`config.mk`:
```
export PLATFORM = sky130hd
export DESIGN_NAME = cam_pixel_capture
export DESIGN_NICKNAME = d
export VERILOG_FILES = /design/src/rtl/cam_pixel_capture.sv
export SDC_FILE = /design/constraint.sdc
export NUM_CORES = 1
export LEC_CHECK = 0
export CAP_MARGIN = 30
export CORE_UTILIZATION = 55
export CTS_CLUSTER_SIZE = 24
export DETAILED_ROUTE_END_ITERATION = 10
export GPL_TIMING_DRIVEN = 0
export PLACE_DENSITY = 0.77
export SLEW_MARGIN = 30
export SYNTH_ARGS = -nofsm -noshare
export SYNTH_HDL_FRONTEND = slang
export SYNTH_SLANG_ARGS = --single-unit
```
`constraint.sdc`:
```
create_clock -name clk -period 4.5 [get_ports clk]
set_input_delay 0.675 -clock clk [delete_from_list [all_inputs] [get_ports clk]]
set_output_delay 0.675 -clock clk [all_outputs]
set_load 0.02 [all_outputs]
```
`src/rtl/cam_pixel_capture.sv`:
```
// Samples an OV7670-style RGB565 byte bus and emits RGB555 pixels with
// a one-cycle read_color strobe and a linear frame-buffer address.
//
// Ports:
//   clk, rst     system clock, synchronous active-high reset
//   cam_pclk     camera pixel clock, sampled asynchronously
//   cam_href     line valid
//   cam_vsync    frame sync
//   cam_data     camera byte
//   pixel_data   RGB555 pixel {R[4:0],G[5:1],B[4:0]}
//   read_color   one-cycle strobe, pixel_data/pixel_addr valid
//   pixel_addr   row*H_PIXELS+col of the strobed pixel
//   frame_start  pulse when the active region of a frame opens
//   frame_done   pulse when vsync rises after an active frame
//   line_cnt     lines accepted so far in this frame
module cam_pixel_capture #(
  parameter int H_PIXELS = 160,
  parameter int V_LINES  = 120,
  parameter int ADDR_W   = 15
) (
  input  logic              clk,
  input  logic              rst,
  input  logic              cam_pclk,
  input  logic              cam_href,
  input  logic              cam_vsync,
  input  logic [7:0]        cam_data,
  output logic [14:0]       pixel_data,
  output logic              read_color,
  output logic [ADDR_W-1:0] pixel_addr,
  output logic              frame_start,
  output logic              frame_done,
  output logic [7:0]        line_cnt
);

  localparam int COL_W = $clog2(H_PIXELS + 1);

  localparam logic [1:0] S_IDLE  = 2'd0;
  localparam logic [1:0] S_VSYNC = 2'd1;
  localparam logic [1:0] S_HI    = 2'd2;
  localparam logic [1:0] S_LO    = 2'd3;

  logic [1:0]       pclk_sy;
  logic [1:0]       href_sy;
  logic [1:0]       vsync_sy;
  logic [7:0]       data_m;
  logic [7:0]       data_s;
  logic             pclk_prev;
  logic             href_prev;
  logic             vsync_prev;

  logic             pclk_s;
  logic             href_s;
  logic             vsync_s;
  logic             pclk_rise;
  logic             href_fall;
  logic             vsync_rise;
  logic             vsync_fall;

  logic [1:0]       state;
  logic [COL_W-1:0] col;
  logic [7:0]       hi_byte;
  logic             col_ok;
  logic             line_ok;
  logic [14:0]      pix;
  logic [ADDR_W-1:0] addr_next;

  always_ff @(posedge clk) begin
    if (rst) begin
      pclk_sy    <= '0;
      href_sy    <= '0;
      vsync_sy   <= '0;
      data_m     <= '0;
      data_s     <= '0;
      pclk_prev  <= 1'b0;
      href_prev  <= 1'b0;
      vsync_prev <= 1'b0;
    end else begin
      pclk_sy    <= {pclk_sy[0], cam_pclk};
      href_sy    <= {href_sy[0], cam_href};
      vsync_sy   <= {vsync_sy[0], cam_vsync};
      data_m     <= cam_data;
      data_s     <= data_m;
      pclk_prev  <= pclk_sy[1];
      href_prev  <= href_sy[1];
      vsync_prev <= vsync_sy[1];
    end
  end

  assign pclk_s     = pclk_sy[1];
  assign href_s     = href_sy[1];
  assign vsync_s    = vsync_sy[1];
  assign pclk_rise  = pclk_s & ~pclk_prev;
  assign href_fall  = href_prev & ~href_s;
  assign vsync_rise = vsync_s & ~vsync_prev;
  assign vsync_fall = vsync_prev & ~vsync_s;

  // col saturates at H_PIXELS; only "col < H_PIXELS" matters past there
  assign col_ok  = (col < COL_W'(H_PIXELS));
  assign line_ok = (line_cnt < 8'(V_LINES));

  // hi byte = R[4:0],G[5:3]; lo byte = G[2:0],B[4:0]; G[0] is dropped
  assign pix = {hi_byte, data_s[7:6], data_s[4:0]};

  assign addr_next = ADDR_W'(line_cnt) * ADDR_W'(H_PIXELS)
                   + ADDR_W'(col);

  always_ff @(posedge clk) begin
    if (rst) begin
      state       <= S_IDLE;
      pixel_data  <= '0;
      read_color  <= 1'b0;
      pixel_addr  <= '0;
      frame_start <= 1'b0;
      frame_done  <= 1'b0;
      line_cnt    <= '0;
      col         <= '0;
      hi_byte     <= '0;
    end else begin
      read_color  <= 1'b0;
      frame_start <= 1'b0;
      frame_done  <= 1'b0;
      case (state)
        S_IDLE: begin
          if (vsync_s) state <= S_VSYNC;
        end
        S_VSYNC: begin
          if (vsync_fall) begin
            frame_start <= 1'b1;
            col         <= '0;
            line_cnt    <= '0;
            pixel_addr  <= '0;
            state       <= S_HI;
          end
        end
        S_HI, S_LO: begin
          // vsync rise outranks a coincident pclk edge
          if (vsync_rise) begin
            frame_done <= 1'b1;
            state      <= S_VSYNC;
          end else if (href_fall) begin
            if (col != '0 && line_ok)
              line_cnt <= line_cnt + 8'd1;
            col   <= '0;
            state <= S_HI;
          end else if (pclk_rise && href_s) begin
            if (state == S_HI) begin
              hi_byte <= data_s;
              state   <= S_LO;
            end else begin
              if (col_ok && line_ok) begin
                pixel_data <= pix;
                pixel_addr <= addr_next;
                read_color <= 1'b1;
              end
              if (col_ok) col <= col + COL_W'(1);
              state <= S_HI;
            end
          end
        end
        default: state <= S_IDLE;
      endcase
    end
  end

endmodule
```
[Word-level counts from Yosys, hierarchy flattened]
Cells that the tools add are included.
Storage, ports and cells
  register bits: 84
  bits of input ports: 13
Cells by class
  add/sub/neg operators: 3
  multiply operators: 1
  $lt $le $gt $ge: 2
  equality and inequality tests: 16
  mux-type cells: 28
  bitwise gates (word level): 14
  reductions and logical operators: 16
Operators by type and width (number)
  2-to-1 mux 15 bit: 6
  2-to-1 mux 8 bit: 9
  one-hot mux 8 bit (2 select lines): 2
  one-hot mux 15 bit (2 select lines): 1
  inequality test 2 bit (second input constant): 9
  adder 8 x 1 -> 8 bit (second input constant): 2
  adder 15 x 8 -> 15 bit: 1
  AND reduction 6 bit: 2
  multiplier 8 x 3 -> 10 bit (second input constant): 1
  2-to-1 mux 2 bit: 5
  inverter 1 bit: 10
  AND reduction 5 bit: 2
  inequality test 3 bit (second input constant): 3
  < comparator 8 x 7 -> 1 bit (second input constant): 1
  < comparator 8 bit (second input constant): 1
  nonzero test 8 bit: 1
  AND reduction 7 bit: 1
  one-hot mux 2 bit (3 select lines): 1
  OR reduction 2 bit: 3
  OR reduction 6 bit: 1
  AND 1 bit: 4
  == test 2 bit (second input constant): 2
  2-to-1 mux 1 bit: 4
  inequality test 4 bit (second input constant): 1
  5 further kinds: 7

[Longest topological paths before layout]
  word-level depth: 8
  mapped depth: 10

[Worst setup path after synthesis]
OpenSTA, ideal clock, no wires.
  path type: reg2reg
  start point: register line_cnt[1]
  end point: register pixel_addr[14]
  setup time: 117 ps
  arrival: 2439 ps
  required time: 4383 ps
  slack: 1944 ps
  stages on the path, launching flop included: 11
  path buffers: 0
  path through: dfxtp_1 > ha_1 > ha_1 > inv_1 > fa_1 > nor2b_4 > o311ai_2 > or4b_1 > o311ai_1 > xnor2_1 > a22o_1
On the way
  longest elaborated chain between the ends: 8
RTL lines
  from (decl): line 32  | output logic [7:0] line_cnt
  from (signal assigned): line 142  | line_cnt <= line_cnt + 8'd1;
  multiplier 8 x 3 -> 10 bit: line 104  | assign addr_next = ADDR_W'(line_cnt) * ADDR_W'(H_PIXELS)
  adder 15 x 8 -> 15 bit: line 105  | + ADDR_W'(col);
  2-to-1 mux 15 bit: line 150  | if (col_ok && line_ok) begin
  2-to-1 mux 15 bit: line 146  | if (state == S_HI) begin
  2-to-1 mux 15 bit: line 145  | end else if (pclk_rise && href_s) begin
  2-to-1 mux 15 bit: line 140  | end else if (href_fall) begin
  2-to-1 mux 15 bit: line 137  | if (vsync_rise) begin
  one-hot mux 15 bit (2 select lines): line 122  | case (state)
  to (signal assigned): line 152  | pixel_addr <= addr_next;
  to (decl): line 29  | output logic [ADDR_W-1:0] pixel_addr,
Several ways; a longest one is shown, not always the timed one. The select of a mux whose other input is x is not followed.
A chain may end at the register's enable or synchronous reset.

[Final worst setup path]
Same ends and word-level chain as after synthesis.

==> impl_metrics.yaml <==
status:
  status: "finished, final reports clean"
clock_tree:
  cts_buffers: 9
  cts-resized-gates: 0
  cts_tree: "yes"
  cts_sinks: 84
  htreeDepth: 3
  cts_root_buffer: "clkbuf_8"
  clock_path_buffers: 2
  holdBufCountCts: 0
  clk_latency_ns: 0.36
  cts.clk_slew.worst_paths_ns: 0.09
  cts_setup_buffers: 0
yosys:
  yosys_register_bits: 84
  synth_flop_cell: "dfxtp_1"
  syn-cell-area_mm2: 0.00354
  postSynthAreaPerCell_um2: 9.71
  synthDistinctLibCells: 53
  ys_seq_area_frac: 0.476
  synth_edf_count: 0
  syn_inst: 364
  syn_nets: 397
  synthArstFlopShare: 0
  ys_warn_count: 0
sta:
  fin_crit_ns: 2.74
  relSlewSlack: 0.640
  fin_setup_tns_ns: 0
  post-route-period-util: 0.609
  worst_pin_slew_ns: 0.541
  setup_viol_count_final: 0
  slew_violations: 0
  rsz0062_at_grt: "false"
  hold_viol: 0
  skew_ns: 0.0130
  fmax_ghz: 0.365
grt:
  grt_pass1_vias: 2426
  grt_overflow: 0
  grt_max_degree: 17
  antenna_found_initial: 0
  grt_pass1_wl_mm: 11.5
  grtUsageTotal: 0.229
drt:
  postRouteAntennaNets: 0
  first_iter_violations: 141
  viasPerCell: 5.32
  routed_wl_mm: 7.21
  vias: 2702
  firstDrtPassIters: 4
  wl_per_cell_um: 14.2
  drc: 0
die:
  die_x_um: 82.2
  initial_utilization: 0.583
  core_area_mm2: 0.00606
  io_pins: 54
  dieArea_mm2: 0.00675
  rows: 28
  die_h_um: 82.2
layout:
  area_delta_synth_final_pct: 23.5
  multi_input_area_mm2: 0.00175
  stdcell_count: 508
  seqCellArea_mm2: 0.00168
  fin_area_mm2: 0.00437
  fillers: 485
  layout_commonest_cell: "dfxtp_1"
  mostFrequentLayoutCells: "84 x dfxtp_1, 53 x clkdlybuf4s50_1, 46 x nor2_1"
  num_antenna_cells: 0
  layout-drive-gt1-share: 0.0693
  fin_nets: 461
worst_setup_path:
  cp_num_buf_inv: 2
  cp_cell_sequence: "ha_1 -> ha_1 -> inv_1 -> fa_1 -> inv_1 -> o2111ai_1 -> nor4_2 -> nand3_1 -> xnor2_1 -> a22o_1"
  cp_data_arrival_time_ns: 3.00
  required_ns: 4.76
  cpLargestDelayFamily: "adder cells"
  startpoint_type: "flop"
  crit_path_max_fanout: 7
  endpoint_kind: "flop"
  cp_slowest_cell: "dfxtp_1"
  path_class: "flop to flop"
  crit_path_max_incr_delay_ns: 0.53
power:
  totalPowerFinal_mw: 1.35
  p_leak_nw: 1.67
  power_density_mw_per_mm2: 309
  vdd_ir_drop_max_mv: 0.300
placed_design:
  dpl_cell_area_mm2: 0.00416
  dp_hpwl_mm: 5.11
  gp_congestion: 0.781
  placed_cells: 492
  io_buffers: 53
job:
  cap_violations: 0
min_path:
  min_path_type: "flop to flop"
[flip-flops by register name, indices dropped and copies added (netlist names)]
| register | cells |
|---|---|
| pixel_addr | 15 |
| pixel_data | 15 |
| col | 8 |
| data_m | 8 |
| data_s | 8 |
| hi_byte | 8 |
| line_cnt | 8 |
| href_sy | 2 |
| pclk_sy | 2 |
| state | 2 |
| vsync_sy | 2 |
| frame_done | 1 |
| frame_start | 1 |
| href_prev | 1 |
| pclk_prev | 1 |
| read_color | 1 |
| vsync_prev | 1 |
[routing by layer]
metal	GRT usage	wire [µm]	up-vias
met4	0.0754	73	0
met1	0.315	3590	1269
met5	0	0	-
met3	0.0648	258	8
met2	0.343	3290	52
li1	-	-	1373
[final cells by class]
cell class / instances / share of cell area
Multi-Input combinational cell: 254 / 0.401
Sequential cell: 84 / 0.385
Timing Repair Buffer: 53 / 0.122
Clock buffer: 9 / 0.0284
Tap cell: 75 / 0.0215
Clock inverter: 7 / 0.0186
Buffer: 17 / 0.0163
Inverter: 9 / 0.00774
[logic make-up (layout without fill, tap and decap cells)]
kind of cell,Yosys count,after routing,share of synthesized area
AND/OR/NAND/NOR,147,147,0.217
XOR/XNOR,20,20,0.0495
adder cells (fa/ha/maj),20,20,0.0750
flip-flops,84,84,0.476
buffers and inverters,26,95,0.0297
multiplexers,24,24,0.0683
AO/OA/AOI/OAI,43,43,0.0853
[per-stage QoR]
step / hold slack [ns] / worst slack (ns) / utilization
final: 0.438 / 1.76 / 0.720
after global routing: 0.464 / 1.59 / 0.720
after detailed placement: 0.422 / 1.80 / 0.686
after global placement: 0.420 / 1.83 / 0.686
after CTS: 0.445 / 1.76 / 0.720
after floorplan: 0.414 / 1.94 / -
[cell usage after synthesis (all sizes together), types with 3 or more instances]
cell    number  share of area
a21oi       20          0.029
a31oi        3         0.0071
and3         4         0.0071
and3b        3         0.0074
buf          7         0.0096
clkbuf      10          0.011
dfxtp       84           0.48
ha          18          0.064
inv          9         0.0096
mux2i       23          0.065
nand2       21          0.022
nand2b       4         0.0071
nand3       17          0.024
nand4        7          0.012
nor2        46          0.049
nor2b       26          0.048
nor3         3         0.0042
nor3b        3         0.0064
or2          4         0.0071
xnor2        7          0.017
xor2        13          0.032
[worst paths after layout]
check                    from  slack (ns)              to  depth (start not counted)
setup / recovery  line_cnt[1]        1.76  pixel_addr[14]                         10
hold / removal    vsync_sy[0]        0.44     vsync_sy[1]                          1
setup reg to reg  line_cnt[1]        1.76  pixel_addr[14]                         10
hold reg to reg   vsync_sy[0]        0.44     vsync_sy[1]                          1
[power breakdown]
group          leakage [nW]  switching (mW)  internal [mW]  total [mW]
Combinational         0.885          0.0205         0.0186      0.0391
Clock                 0.107           0.285          0.266       0.551
Sequential            0.682         0.00516          0.753       0.758
(Power assumes the default switching activity.)
